[src/rtl/mux_arb_pkg.sv]
// mux_arb_pkg: shared FSM state and mux select encodings for the 4:1 mux arbiter
package mux_arb_pkg;
    typedef enum logic {ST_IDLE = 1'b0, ST_GRANT = 1'b1} state_t;
    localparam logic [1:0] SEL_A = 2'b00;
    localparam logic [1:0] SEL_B = 2'b01;
    localparam logic [1:0] SEL_C = 2'b10;
    localparam logic [1:0] SEL_D = 2'b11;
endpackage

[src/rtl/mux4_w.sv]
// mux4_w: W-bit 4:1 mux, {s1,s2} = 00:a 01:b 10:c 11:d
module mux4_w
    import mux_arb_pkg::*;
#(
    parameter int W = 1
) (
    input  logic         s1,
    input  logic         s2,
    input  logic [W-1:0] a,
    input  logic [W-1:0] b,
    input  logic [W-1:0] c,
    input  logic [W-1:0] d,
    output logic [W-1:0] o
);
    // Route the selected input straight through
    always_comb o = ({s1, s2} == SEL_A) ? a : ({s1, s2} == SEL_B) ? b : ({s1, s2} == SEL_C) ? c : d;
endmodule

[src/rtl/mux4_rr_arbiter.sv]
// mux4_rr_arbiter: round-robin arbiter sharing one W-bit 4:1 mux among four requesters
module mux4_rr_arbiter
    import mux_arb_pkg::*;
#(
    parameter int W        = 1,
    parameter int MAX_HOLD = 4
) (
    input  logic         clk,
    input  logic         rst,
    input  logic [3:0]   req,
    input  logic [W-1:0] a,
    input  logic [W-1:0] b,
    input  logic [W-1:0] c,
    input  logic [W-1:0] d,
    output logic [3:0]   gnt,
    output logic         s1,
    output logic         s2,
    output logic [W-1:0] o,
    output logic         o_valid
);
    localparam int HW = MAX_HOLD > 1 ? $clog2(MAX_HOLD) : 1;
    localparam logic [HW-1:0] HOLD_MAX = HW'(MAX_HOLD - 1);

    state_t        state;
    logic [1:0]    owner;
    logic [1:0]    ptr;
    logic [HW-1:0] hold_cnt;
    logic [3:0]    others;
    logic [1:0]    first;
    logic [1:0]    nxt;
    logic [W-1:0]  mux_o;

    // First set bit of mask searching circularly from start; lowest offset wins
    function automatic logic [1:0] pick(input logic [1:0] start, input logic [3:0] mask);
        pick = start;
        for (int i = 3; i >= 0; i--)
            if (mask[start + 2'(i)]) pick = start + 2'(i);
    endfunction

    // Candidates for the handover: everyone except the current owner
    always_comb begin
        others = req & ~(4'b0001 << owner);
        first  = pick(ptr, req);
        nxt    = pick(owner + 2'd1, others);
    end

    // Grant FSM: the owner keeps the line until it drops req or its hold budget expires under contention
    always_ff @(posedge clk or posedge rst) begin
        if (rst) begin
            state    <= ST_IDLE;
            owner    <= SEL_A;
            ptr      <= 2'd0;
            hold_cnt <= '0;
            gnt      <= 4'b0000;
        end else if (state == ST_IDLE) begin
            if (|req) begin
                state    <= ST_GRANT;
                owner    <= first;
                gnt      <= 4'b0001 << first;
                hold_cnt <= '0;
            end
        end else if (!req[owner] || (hold_cnt == HOLD_MAX && |others)) begin
            ptr <= owner + 2'd1;
            if (|others) begin
                owner    <= nxt;
                gnt      <= 4'b0001 << nxt;
                hold_cnt <= '0;
            end else begin
                state <= ST_IDLE;
                gnt   <= 4'b0000;
            end
        end else if (hold_cnt != HOLD_MAX) begin
            hold_cnt <= hold_cnt + 1'b1;
        end
    end

    assign {s1, s2} = owner;
    assign o_valid  = |gnt;
    assign o        = o_valid ? mux_o : '0;

    mux4_w #(.W(W)) u_mux (
        .s1(s1),
        .s2(s2),
        .a (a),
        .b (b),
        .c (c),
        .d (d),
        .o (mux_o)
    );
endmodule
[config.mk]
export PLATFORM = sky130hd
export DESIGN_NAME = mux4_rr_arbiter
export DESIGN_NICKNAME = d
export VERILOG_FILES = /design/src/rtl/mux_arb_pkg.sv /design/src/rtl/mux4_w.sv /design/src/rtl/mux4_rr_arbiter.sv
export SDC_FILE = /design/constraint.sdc
export NUM_CORES = 1
export LEC_CHECK = 0
export BUFFER_PORTS_ARGS = -buffer_cell sky130_fd_sc_hd__buf_2
export CAP_MARGIN = 20
export CORE_UTILIZATION = 50
export DETAILED_ROUTE_END_ITERATION = 10
export MAX_ROUTING_LAYER = met4
export PLACE_DENSITY = 0.78
export SYNTH_ARGS = -nofsm -noshare
export SYNTH_HDL_FRONTEND = slang
export SYNTH_SLANG_ARGS = --single-unit
[constraint.sdc]
create_clock -name clk -period 3.6 [get_ports clk]
set_clock_uncertainty 0.15 [all_clocks]
set_input_delay 0.54 -clock clk [delete_from_list [all_inputs] [get_ports clk]]
set_output_delay 0.54 -clock clk [all_outputs]
set_load 0.01 [all_outputs]
# After elaboration in Yosys (flattened, before gate mapping)
# Index checks and enable logic that the tools add are counted.
# op_classes
n_bitwise	2
n_reduce_logical	12
mux	47
magnitude_cmp	9
addsub	8
n_eq_ne	8
n_shift	3
# op_table
operator	count
$mux W2	17
$lt A2 B3 Y1 const B	9
$bmux W1 S2	9
$mux W1	17
$mux W4	4
$reduce_or A4 Y1	3
$shl A1 B2 Y4 const A	3
$add A2 B1 Y2 const B	4
$add A2 B2 Y2 const B	4
$reduce_and A3 Y1	2
$and A4 B4 Y4	1
$eq A2 B2 Y1 const B	2
$ne A2 B1 Y1 const B	2
$not A4 Y4	1
$reduce_and A2 Y1	2
$ne A3 B1 Y1 const B	1
$ne A3 B3 Y1 const B	1
$eq A2 B1 Y1 const B	1
$logic_not A2 Y1	1
$ne A2 B2 Y1 const B	1
$reduce_bool A2 Y1	1
$logic_and A1 B1 Y1	1
$logic_not A1 Y1	1
$logic_or A1 B1 Y1	1
# word_totals
wordCells	94
reg_bits	11
out_inout_bits	8
input_bits	10

# Depth between registers and ports, before layout
# depth
depth_word	13
ltp_mapped	9

# By module
# Synthesis repeated with hierarchy kept, for this count alone.
# unflattened
hier_cells	110
hier_area_um2	1026.0
# by_module_without_submodules
module	n_inst	area_each_um2	seq_area_each_um2	cells_per_inst
mux4_rr_arbiter	1	1003.5	275.3	109
mux4_w	1	22.5	0.0	1

# Worst setup path before layout
# No wires, ideal clock.
# synth_timing
path_kind	reg2reg
startpoint	register owner[0]
endpoint	register owner[1]
synth_period_minus_slack_ns	2.405
setup_slack_ns	1.195
arrival_ns	2.130
stages_incl_launch_ff	9
setup_time_ns	0.125
path_buffers	1
cell_sequence	dfrtp_1 > buf_2 > inv_1 > ha_1 > and2b_1 > or3_1 > a31oi_2 > mux2i_1 > mux2_2
# synth_via
elab_chain_len	12
word_cells_on_any_way	31
# synth_lines
element	line	text
from (decl)	mux4_rr_arbiter.sv:25	logic [1:0] owner;
from (signal assigned)	mux4_rr_arbiter.sv:58	owner <= first;
from (signal assigned)	mux4_rr_arbiter.sv:65	owner <= nxt;
branches (longest 12 deep; another with $add A2 B1 Y2)	-	
# Several ways; the timed one is not identified. The select of a mux whose other input is x is not followed.
# A chain may end at the register's enable or synchronous reset.

# Worst setup path after layout
# layout_timing
startpoint	register owner[0]
endpoint	register gnt[2]
# layout_via
elab_chain_len	13
word_cells_on_any_way	31
# layout_lines
element	line	text
branches (longest 13 deep; another with $add A2 B1 Y2)	-	
to (signal assigned)	mux4_rr_arbiter.sv:59	gnt <= 4'b0001 << first;
to (signal assigned)	mux4_rr_arbiter.sv:66	gnt <= 4'b0001 << nxt;
to (decl)	mux4_rr_arbiter.sv:15	output logic [3:0] gnt,
# Several ways; the timed one is not identified. The select of a mux whose other input is x is not followed.

==> Flow_metrics.wiki <==
{| class="wikitable"
! Metric !! Value
|-
| Detailed-route DRC error count || 0
|-
| Initial antenna violation count || 0
|-
| Post-layout minimum cycle time || 2.87 ns
|-
| Number of sinks driven by the clock tree || 11
|-
| Net switching power || roughly 0.53 mW
|-
| Max Root-Sink Buffers || 2
|-
| Final cycle utilization of the critical path || 0.797
|-
| Clock Root Buffer || sky130_fd_sc_hd__clkbuf_4
|-
| Max-cap check violation count || 0
|-
| Sequential group share of total power || 0.237
|-
| Launch point of the worst reg-to-reg path || owner[0]
|-
| DIE WIDTH || 47.7 µm
|-
| Post-CTS Setup Repair Bufs || 0
|-
| Clk_lat worst skew || about 0.27 ns
|-
| Main area contributors after synthesis || sky130_fd_sc_hd__dfrtp_1, sky130_fd_sc_hd__ha_1, sky130_fd_sc_hd__mux2i_1
|-
| Global router's overall resource usage || 0.237
|-
| Setup repair after global routing missed its margin || false
|-
| Fraction of final layout cells sized beyond drive strength 1 || 0.235
|-
| Per-cell routed wire length || between 10 and 15 µm
|-
| Synth cell types || between 40 and 50
|-
| Total of hold buffers inserted after clock tree synthesis || 0
|-
| Number of global-route vias before repair || 828
|-
| Sw Ratio || 0.477
|-
| Final Hold Viols || 0
|-
| Part of the power in combinational logic || 0.688
|-
| Cells after DPL || 155
|-
| Yosys warning total || 0
|-
| Global route total overflow || 0
|-
| Effective utilization at floorplan || 0.533
|-
| Fraction of registers with async set or reset after synthesis || 1.00
|-
| Initial DRT Pass Iterations || 4
|-
| First element of the critical path || owner[0]
|-
| Stage delay of the slowest cell on the critical path || about 0.62 ns
|-
| Required time reported for the critical path endpoint || between 3 and 4 ns
|-
| Termination of the worst setup path || gnt[2]
|-
| Total setup violations reported at the end of the flow || 0
|-
| Tightest Hold Check Type || in -> async
|-
| Total vias in the final route || approximately 970
|-
| Peak supply drop || ~0.00055 V
|-
| Post-CTS sizing || 0
|-
| Vias per inst || between 6 and 7
|-
| Area share of the leading cell type in the synthesized netlist || 0.263
|-
| Top cells by count, synth || sky130_fd_sc_hd__dfrtp_1, sky130_fd_sc_hd__inv_1, sky130_fd_sc_hd__a21oi_1
|-
| Biggest area consumer among synthesized cells || sky130_fd_sc_hd__dfrtp_1
|-
| Worst Reg-to-Reg Cells || 7
|-
| Delay-heaviest family, CP || compound AO/OA/AOI/OAI gates
|-
| R2r endpoint || gnt[2]
|-
| Crit-path cells || inv_1 > ha_1 > nor2b_1 > o41ai_2 > a31oi_1 > o21ai_0 > o22a_1
|-
| Number of standard-cell rows in the floorplan || 16
|-
| Number of enable-type register cells in the synthesized netlist || 0
|-
| Number of nets in the layout || between 100 and 150
|-
| Critical-path cell with the highest stage delay || sky130_fd_sc_hd__dfrtp_1
|-
| Leakage component of the power || ~0.52 nW
|-
| Share of power burned in the clock network || 0.075
|-
| Most numerous cell in the Yosys netlist || sky130_fd_sc_hd__dfrtp_1
|-
| Pin count of the biggest net entering global routing || 16
|-
| Slew at the pin closest to its max-slew limit || 0.691 ns
|-
| Clock slew at reported path FFs || about 0.070 ns
|-
| Seq/Total Area, Yosys || 0.263
|-
| Post-Syn Area || approximately 1000 µm²
|-
| Die ar. || around 2300 µm²
|-
| Most used flip-flop cell after synthesis || sky130_fd_sc_hd__dfrtp_1
|-
| Average instance area after synthesis || 9.08 µm²
|-
| Category of the worst setup path launch point || flop
|-
| Kind of capture point of the worst setup path || flop
|-
| Number of design-rule violations left by the first detailed-router iteration || 37
|-
| Wire length of the first global-routing pass || between 3 and 4 mm
|-
| Arrival time worst endpoint || 2.87 ns
|-
| Height of the die || roughly 48 µm
|-
| Core area || 1960 µm²
|-
| Run status || finished, final reports clean
|-
| Remaining number of nets flagged by the antenna check after routing || 0
|-
| Worst path depth || 7
|-
| Maximum level of the CTS H-tree || 1
|-
| Port-buffer cells || 17
|-
| Final Routed Wirelength || around 2.3 mm
|-
| Total half-perimeter wirelength after legalization and detailed placement || between 1.5 and 2 mm
|-
| Final Slew Violations || 0
|-
| RePlAce Congestion || a little over 0.9
|-
| Total Power || around 1.1 mW
|-
| Register bit count reported by yosys || 11
|-
| Total CTS buffers || 3
|-
| TritonCTS clock tree || yes
|-
| Critical-path maximum fanout || 15
|-
| Antenna diode count || 0
|-
| Cell Int Power || between 0.5 and 0.6 mW
|-
| Count of placed standard cells in the final layout, fillers left out || 159
|-
| Fmax || around 350 MHz
|-
| Area growth from synthesis to layout || 12.3%
|-
| Power density over the cells || between 900 and 1000 nW/µm²
|-
| Crit path kind || reg -> reg
|-
| Cells after Synth || around 120
|-
| Post-route setup TNS || 0 ns
|-
| Worst setup slack for register-to-register paths || approximately 0.73 ns
|-
| CP Buf/Inv Count || 1
|-
| Relative slew slack || 0.538
|-
| Number of I/O pins || 18
|-
| Synthesized net count || 130
|}
metal layers:
layer	track usage	vias up	wire (µm)
met5	-	-	0
met4	0.0444	0	17
met3	0.0151	2	97
met2	0.384	27	1160
met1	0.329	470	1030
li1	-	473	-
cell usage in the layout, fill, tap and decap left out, types with 2 or more instances in the layout:
cell type / netlist / layout
sky130_fd_sc_hd__a21boi_0: 3 / 3
sky130_fd_sc_hd__a21oi_1: 7 / 7
sky130_fd_sc_hd__a31oi_1: 4 / 4
sky130_fd_sc_hd__and2b_1: 2 / 2
sky130_fd_sc_hd__buf_2: 3 / 17
sky130_fd_sc_hd__clkbuf_4: 0 / 3
sky130_fd_sc_hd__dfrtp_1: 11 / 11
sky130_fd_sc_hd__ha_1: 5 / 5
sky130_fd_sc_hd__inv_1: 9 / 9
sky130_fd_sc_hd__mux2_2: 2 / 2
sky130_fd_sc_hd__mux2i_1: 5 / 5
sky130_fd_sc_hd__nand2b_1: 5 / 5
sky130_fd_sc_hd__nand3_1: 6 / 6
sky130_fd_sc_hd__nand4_1: 2 / 2
sky130_fd_sc_hd__nor2_1: 4 / 4
sky130_fd_sc_hd__nor2b_1: 5 / 5
sky130_fd_sc_hd__nor3_1: 2 / 2
sky130_fd_sc_hd__o211ai_1: 2 / 2
sky130_fd_sc_hd__o21a_1: 2 / 2
sky130_fd_sc_hd__o21ai_0: 5 / 5
sky130_fd_sc_hd__o221ai_1: 2 / 2
sky130_fd_sc_hd__o22a_1: 2 / 2
sky130_fd_sc_hd__or2b_1: 2 / 2
cell type report:
type | count | area [µm²]
fillers | 179 | 788
well taps | 27 | 33.8
inverters | 9 | 33.8
clock buffers | 4 | 26.3
repair buffers | 18 | 92.6
multi-input cells | 90 | 712
flip-flops and latches | 11 | 275
power by group through the flow:
stage | clock network, mW | logic [mW] | registers, mW
2_1_floorplan | 0 | 0.603 | 0.248
5_1_grt | 0.0900 | 0.831 | 0.277
4_1_cts | 0.0824 | 0.762 | 0.262
3_5_place_dp | 0 | 0.757 | 0.266
6_report | 0.0831 | 0.763 | 0.263
3_3_place_gp | 0 | 0.738 | 0.259
worst min path at each step:
stage                       from     end  slack, ns  depth (start not counted)
final                        rst  gnt[0]        0.1                          2
after global routing         rst   state       0.14                          2
after CTS                    rst  gnt[1]       0.11                          2
after detailed placement  gnt[3]  gnt[3]       0.35                          1
after global placement    gnt[3]  gnt[3]       0.35                          1
after floorplan              rst  gnt[0]       0.24                          1
sequential cells by signal, indices dropped and copies added (netlist names):
signal	count
state	1
ptr	2
hold_cnt	2
owner	2
gnt	4
stage by stage:
stage,util,setup WS [ns],instance area [µm²],hold slack (ns)
final,0.598,0.730,1170,0.0963
after global routing,0.598,0.414,1170,0.140
after CTS,0.598,0.747,1170,0.112
after detailed placement,0.585,0.778,1150,0.349
after global placement,0.585,0.898,1150,0.347
after floorplan,-,1.19,1040,0.242
cells by family (layout without fill, tap and decap cells):
logic type	after synthesis	after routing	synth area share
simple gates	38	38	0.242
mux	8	8	0.0910
compound gates	39	39	0.289
buf+inv	14	31	0.0551
fa+ha+maj	5	5	0.0599
flops	11	11	0.263
Note: power is estimated with default switching activity, not from simulation.
